===== config.mk =====
export PLATFORM = sky130hd
export DESIGN_NAME = pc_unit_flat
export DESIGN_NICKNAME = d
export VERILOG_FILES = /design/src/rtl/pc_unit_if.sv /design/src/rtl/pc_unit.sv /design/src/flat_wrapper.sv
export SDC_FILE = /design/constraint.sdc
export NUM_CORES = 1
export LEC_CHECK = 0
export CORE_ASPECT_RATIO = 2
export CORE_MARGIN = 10
export CORE_UTILIZATION = 23
export CTS_CLUSTER_SIZE = 25
export DETAILED_ROUTE_END_ITERATION = 6
export PLACE_DENSITY = 0.47
export SYNTH_ARGS = -nofsm -noshare
export SYNTH_HDL_FRONTEND = slang
export SYNTH_SLANG_ARGS = --single-unit

===== constraint.sdc =====
create_clock -name clk100 -period 3.4 [get_ports clk100]
set_input_delay 0.51 -clock clk100 [delete_from_list [all_inputs] [get_ports clk100]]
set_output_delay 0.51 -clock clk100 [all_outputs]
set_load 0.03 [all_outputs]

===== src/rtl/pc_unit_if.sv =====
// Strobe/field bus between the timing FSM and the program counter stage.
// Outputs (pc, fields, skipped) flow back to the address mux and front panel.
interface pc_unit_if;
    logic        fetch_stb;
    logic        skip_stb;
    logic        skip;
    logic        jmp_stb;
    logic        jms_stb;
    logic [0:11] target;
    logic        cif_stb;
    logic [0:2]  cif_field;
    logic        rmf_stb;
    logic        int_stb;
    logic        load_stb;
    logic        halted;
    logic [0:11] sr;
    logic [0:11] pc;
    logic [0:2]  ifield;
    logic [0:2]  ibfield;
    logic [0:2]  save_field;
    logic        int_inhibit;
    logic        skipped;

    modport master (
        output fetch_stb, skip_stb, skip, jmp_stb, jms_stb, target, cif_stb, cif_field,
               rmf_stb, int_stb, load_stb, halted, sr,
        input  pc, ifield, ibfield, save_field, int_inhibit, skipped
    );

    modport slave (
        input  fetch_stb, skip_stb, skip, jmp_stb, jms_stb, target, cif_stb, cif_field,
               rmf_stb, int_stb, load_stb, halted, sr,
        output pc, ifield, ibfield, save_field, int_inhibit, skipped
    );
endinterface


===== src/rtl/pc_unit.sv =====
// Program counter plus KM8-E instruction-field registers, all outputs registered.
// Define KM8E_EN to build the IF/IB/save-field and interrupt-inhibit logic; otherwise they read 0.
module pc_unit #(
    parameter logic [0:11] RESET_PC = 12'o0200
) (
    input logic         clk100,
    input logic         reset,
    pc_unit_if.slave    bus
);

    logic [0:11] pc_q, pc_d;
    logic        skipped_q, skipped_d;
    logic        do_load, do_int, do_jms, do_jmp, skip_taken;

    // One PC action per cycle; anything below the winner is dropped.
    assign do_load    = bus.load_stb & bus.halted;
    assign do_int     = ~do_load & bus.int_stb;
    assign do_jms     = ~do_load & ~bus.int_stb & bus.jms_stb;
    assign do_jmp     = ~do_load & ~bus.int_stb & ~bus.jms_stb & bus.jmp_stb;
    assign skip_taken = ~do_load & ~bus.int_stb & ~bus.jms_stb & ~bus.jmp_stb
                        & bus.skip_stb & bus.skip;

    always_comb begin
        pc_d      = pc_q;
        skipped_d = 1'b0;
        if (do_load) begin
            pc_d = bus.sr;
        end else if (do_int) begin
            pc_d = 12'o0001;
        end else if (do_jms) begin
            pc_d = bus.target + 12'd1;
        end else if (do_jmp) begin
            pc_d = bus.target;
        end else begin
            pc_d      = pc_q + 12'(bus.fetch_stb) + 12'(skip_taken);
            skipped_d = skip_taken;
        end
    end

    always_ff @(posedge clk100) begin
        if (reset) begin
            pc_q      <= RESET_PC;
            skipped_q <= 1'b0;
        end else begin
            pc_q      <= pc_d;
            skipped_q <= skipped_d;
        end
    end

    assign bus.pc      = pc_q;
    assign bus.skipped = skipped_q;

`ifdef KM8E_EN
    logic [0:2] if_q, if_d;
    logic [0:2] ib_q, ib_d;
    logic [0:2] sf_q, sf_d;
    logic       inh_q, inh_d;

    always_comb begin
        if_d  = if_q;
        ib_d  = ib_q;
        sf_d  = sf_q;
        inh_d = inh_q;
        // Field strobes act on IB regardless of the PC action; a transfer
        // of control in the same cycle still clears the inhibit.
        if (bus.cif_stb) begin
            ib_d  = bus.cif_field;
            inh_d = 1'b1;
        end else if (bus.rmf_stb) begin
            ib_d  = sf_q;
            inh_d = 1'b1;
        end
        if (do_load) begin
            if_d = ib_q;
        end else if (do_int) begin
            sf_d  = if_q;
            if_d  = 3'd0;
            if (!bus.cif_stb && !bus.rmf_stb) ib_d = 3'd0;
            inh_d = 1'b0;
        end else if (do_jms || do_jmp) begin
            if_d  = ib_q;
            inh_d = 1'b0;
        end
    end

    always_ff @(posedge clk100) begin
        if (reset) begin
            if_q  <= 3'd0;
            ib_q  <= 3'd0;
            sf_q  <= 3'd0;
            inh_q <= 1'b0;
        end else begin
            if_q  <= if_d;
            ib_q  <= ib_d;
            sf_q  <= sf_d;
            inh_q <= inh_d;
        end
    end

    assign bus.ifield      = if_q;
    assign bus.ibfield     = ib_q;
    assign bus.save_field  = sf_q;
    assign bus.int_inhibit = inh_q;
`else
    logic unused_field_inputs;
    assign unused_field_inputs = ^{bus.cif_stb, bus.rmf_stb, bus.cif_field};

    assign bus.ifield      = 3'd0;
    assign bus.ibfield     = 3'd0;
    assign bus.save_field  = 3'd0;
    assign bus.int_inhibit = 1'b0;
`endif

endmodule


===== src/flat_wrapper.sv =====
// flat-port wrapper written by rule: the top's interface ports become plain ports
module pc_unit_flat 
#(
    parameter logic [0:11] RESET_PC = 12'o0200
)
  (clk100, reset, bus_fetch_stb, bus_skip_stb, bus_skip, bus_jmp_stb, bus_jms_stb, bus_target, bus_cif_stb, bus_cif_field, bus_rmf_stb, bus_int_stb, bus_load_stb, bus_halted, bus_sr, bus_pc, bus_ifield, bus_ibfield, bus_save_field, bus_int_inhibit, bus_skipped);
  pc_unit_if bus_i ();
  input logic clk100;
  input logic reset;
  input wire logic [$bits(bus_i.fetch_stb)-1:0] bus_fetch_stb;
  input wire logic [$bits(bus_i.skip_stb)-1:0] bus_skip_stb;
  input wire logic [$bits(bus_i.skip)-1:0] bus_skip;
  input wire logic [$bits(bus_i.jmp_stb)-1:0] bus_jmp_stb;
  input wire logic [$bits(bus_i.jms_stb)-1:0] bus_jms_stb;
  input wire logic [$bits(bus_i.target)-1:0] bus_target;
  input wire logic [$bits(bus_i.cif_stb)-1:0] bus_cif_stb;
  input wire logic [$bits(bus_i.cif_field)-1:0] bus_cif_field;
  input wire logic [$bits(bus_i.rmf_stb)-1:0] bus_rmf_stb;
  input wire logic [$bits(bus_i.int_stb)-1:0] bus_int_stb;
  input wire logic [$bits(bus_i.load_stb)-1:0] bus_load_stb;
  input wire logic [$bits(bus_i.halted)-1:0] bus_halted;
  input wire logic [$bits(bus_i.sr)-1:0] bus_sr;
  output wire logic [$bits(bus_i.pc)-1:0] bus_pc;
  output wire logic [$bits(bus_i.ifield)-1:0] bus_ifield;
  output wire logic [$bits(bus_i.ibfield)-1:0] bus_ibfield;
  output wire logic [$bits(bus_i.save_field)-1:0] bus_save_field;
  output wire logic [$bits(bus_i.int_inhibit)-1:0] bus_int_inhibit;
  output wire logic [$bits(bus_i.skipped)-1:0] bus_skipped;
  assign bus_i.fetch_stb = bus_fetch_stb;
  assign bus_i.skip_stb = bus_skip_stb;
  assign bus_i.skip = bus_skip;
  assign bus_i.jmp_stb = bus_jmp_stb;
  assign bus_i.jms_stb = bus_jms_stb;
  assign bus_i.target = bus_target;
  assign bus_i.cif_stb = bus_cif_stb;
  assign bus_i.cif_field = bus_cif_field;
  assign bus_i.rmf_stb = bus_rmf_stb;
  assign bus_i.int_stb = bus_int_stb;
  assign bus_i.load_stb = bus_load_stb;
  assign bus_i.halted = bus_halted;
  assign bus_i.sr = bus_sr;
  assign bus_pc = bus_i.pc;
  assign bus_ifield = bus_i.ifield;
  assign bus_ibfield = bus_i.ibfield;
  assign bus_save_field = bus_i.save_field;
  assign bus_int_inhibit = bus_i.int_inhibit;
  assign bus_skipped = bus_i.skipped;
  pc_unit #(.RESET_PC(RESET_PC)) u_core (.clk100(clk100), .reset(reset), .bus(bus_i));
endmodule

==> metrics.md <==
| Metric | Value |
|---|---|
| Synthesized instance count | 148 |
| Mean post-synth cell area | 8.17 µm² |
| Die width | 71.3 µm |
| Slowest CP cell | fa_1 |
| Seq/Total Area, Yosys | 21.5% |
| Clock transition at path regs | 0.06 ns |
| Post-CTS Setup Bufs | 0 |
| All-Layer GR Usage | 9.98% |
| Initial Util | 23.5% |
| Slew @ Worst Pin | 0.678 ns |
| CP required | 3.60 ns |
| Fin area | 1780 µm² |
| Asr flop ratio synth | 0% |
| Yosys warning total | 0 |
| Max-slew headroom | 54.6% |
| Crit path max-delay family | buffers and inverters |
| Drt via density | 4.78 |
| Worst setup SP type | primary input |
| Clk_skew | 0.00194 ns |
| Placer Congestion | 0.791 |
| Leakage | 0.679 nW |
| Diodes inserted | 0 |
| Io pins | 62 |
| CP Capture Type | register |
| EDFF count, synth | 0 |
| Fmax | 330 MHz |
| H-tree levels | 1 |
| PostCTS Resize Cnt | 0 |
| Cell variety after synth | 42 |
| WHS | 0.720 ns |
| Post-route setup TNS | 0 ns |
| RSZ-0062 raised after global routing | no |
| Commonest non-fill, non-tap cell in the layout | clkdlybuf4s50_1 |
| First-pass GRT wire length | 6850 µm |
| Initial antenna violation count | 0 |
| WP buf/inv | 3 |
| Cts bufs inserted | 3 |
| Most used cells in the layout excluding fill and tap cells | 46 x clkdlybuf4s50_1, 14 x nand2_1, 13 x dfxtp_1, 12 x nor2_1, 12 x xnor2_1 |
| DRC violations left | 0 |
| MaxCap Viol Count | 0 |
| Clk root buf | clkbuf_8 |
| Final setup violation count | 0 |
| Port Buffer Count | 46 |
| Synth area leaders | dfxtp_1 22%, xnor2_1 8.7%, buf_4 6.2%, nand2_1 4.3%, xor2_1 4.3% |
| DRT Pass-1 Iters | 4 |
| Seq cells post-synth | 13 |
| WL final | 4380 µm |
| Height of the die | 123 µm |
| Share of cells above drive strength 1 | 11.5% |
| Outcome | completed |
| Fraction of the cycle the final worst path needs | 89.1% |
| Critical Setup Path Class | primary input to register |
| Max Root-Sink Buffers | 2 |
| Worst EP arrival | 3.23 ns |
| CTS tree | built |
| Clock sink count | 13 |
| Total power | 505 µW |
| Crit-path cells | clkdlybuf4s50_1 > a21o_4 > nor2_1 > nand4b_1 > fa_1 > inv_1 > ha_1 > nand3_1 > buf_4 > xnor2_1 > mux2i_1 > a221oi_1 > a21o_1 |
| Placed Area | 1740 µm² |
| Hold Crit Class | register to register |
| Syn-to-layout area delta | 47.3% |
| CP max FO | 3 |
| Die Area | 8730 µm² |
| WL per Instance | 17.0 µm |
| Slew Viols, Final | 0 |
| Core Area | 5140 µm² |
| Fin nets | 243 |
| Largest stage delay, worst path | 0.47 ns |
| Largest net degree at the start of global routing | 20 |
| Std cell rows | 37 |
| Vias in the first global route | 1350 |
| Most area-hungry cell type in the Yosys netlist | dfxtp_1 |
| Worst-Skew Late Latency | 0.25 ns |
| Final Hold Viols | 0 |
| DR vias | 1233 |
| CTS Hold Bufs | 0 |
| Peak supply drop | 0.144 mV |
| Dpl hpwl | 3690 µm |
| Synthesized area | 1210 µm² |
| Top cell type's share of synthesized area | 21.5% |
| Util after Layout | 34.6% |
| Antenna-violating nets left | 0 |
| Ratio of total power to cell area | 284 nW/µm² |
| Crit path time final | 3.03 ns |
| Global route overflow | 0 |
| DR iter-0 viols | 32 |
| Synth Flop Type | dfxtp_1 |
[registers in the layout (all words and copies together), names as in the netlist]
name	flops
u_core.bus.skipped	1
u_core.bus.pc	12
[report_power, final]
group / leakage, nW / total [mW] / internal, mW / switching, mW
Clock: 0.0228 / 0.151 / 0.0832 / 0.0676
Sequential: 0.107 / 0.173 / 0.162 / 0.0106
Combinational: 0.549 / 0.182 / 0.0854 / 0.0962
Total: 0.679 / 0.505 / 0.331 / 0.174
[metal layers]
metal | vias to the layer above | GRT usage (%) | part of all wire, %
met5 | - | 0 | 0
met4 | 0 | 4.38 | 1.8
met3 | 5 | 2.67 | 5.5
met2 | 32 | 20.4 | 59
met1 | 578 | 8.38 | 33
li1 | 618 | - | -
[final timing paths]
| path | from | end | slack (ns) | cells after the start |
|---|---|---|---|---|
| max reg2reg | u_core.bus.pc[11] | u_core.bus.pc[7] | 1.19 | 10 |
| min reg2reg | u_core.bus.pc[0] | u_core.bus.pc[0] | 0.72 | 3 |
| max | bus_int_stb | u_core.bus.pc[7] | 0.37 | 13 |
| min | u_core.bus.pc[0] | u_core.bus.pc[0] | 0.72 | 3 |
[worst register-to-register path, delay by kind of cell, from the launching register on]
family                     cells  cell delay (ns)
AOI/OAI and AO/OA              2             0.42
xor gates and xnor gates       1             0.13
and+or+nand+nor                1             0.17
muxes                          1             0.08
DFF                            1             0.34
adders and majority gates      2             0.66
buffers and inverters          3             0.36
[layout make-up]
class                      instances  area (µm²)
tap                               58        72.6
multi-input combinational        121         856
clock buffer                       4        45.0
sequential                        13         260
timing repair buffer              53         513
fill                             582        3360
inverter                           9        33.8
[stage by stage]
step | std cells | setup slack [ns]
2_1_floorplan | 157 | 0.769
3_3_place_gp | 254 | 0.0643
3_5_place_dp | 254 | 0.0708
4_1_cts | 258 | 0.329
5_1_grt | 258 | 0.188
6_report | 258 | 0.371
[cell usage after synthesis (2+ instances only)]
cell and instances:
buf_2 2, a31oi_1 2, o21ai_0 5, nor4_2 2
buf_4 10, xnor2_1 12, nor2_1 12, nor3_2 2
a21oi_1 4, dfxtp_1 13, a21o_1 3, o211ai_1 4
clkbuf_1 2, nand3_2 2, nor3_1 3, xor2_1 6
nand3_1 5, nand2_1 14, a221oi_1 3, nand4b_1 2
inv_1 9, ha_1 2, o31ai_1 2, mux2i_1 5
a32o_1 3, a32oi_1 3
[logic make-up after synthesis]
| logic type | count (synthesis) | synth area share, % |
|---|---|---|
| simple gates | 50 | 25.2 |
| compound gates | 34 | 20.7 |
| buf+inv | 23 | 10.5 |
| xor+xnor | 18 | 13.0 |
| flops | 13 | 21.5 |
| mux | 6 | 5.07 |
| fa+ha+maj | 3 | 3.73 |
| other cells | 1 | 0.310 |
(Power assumes the default switching activity.)
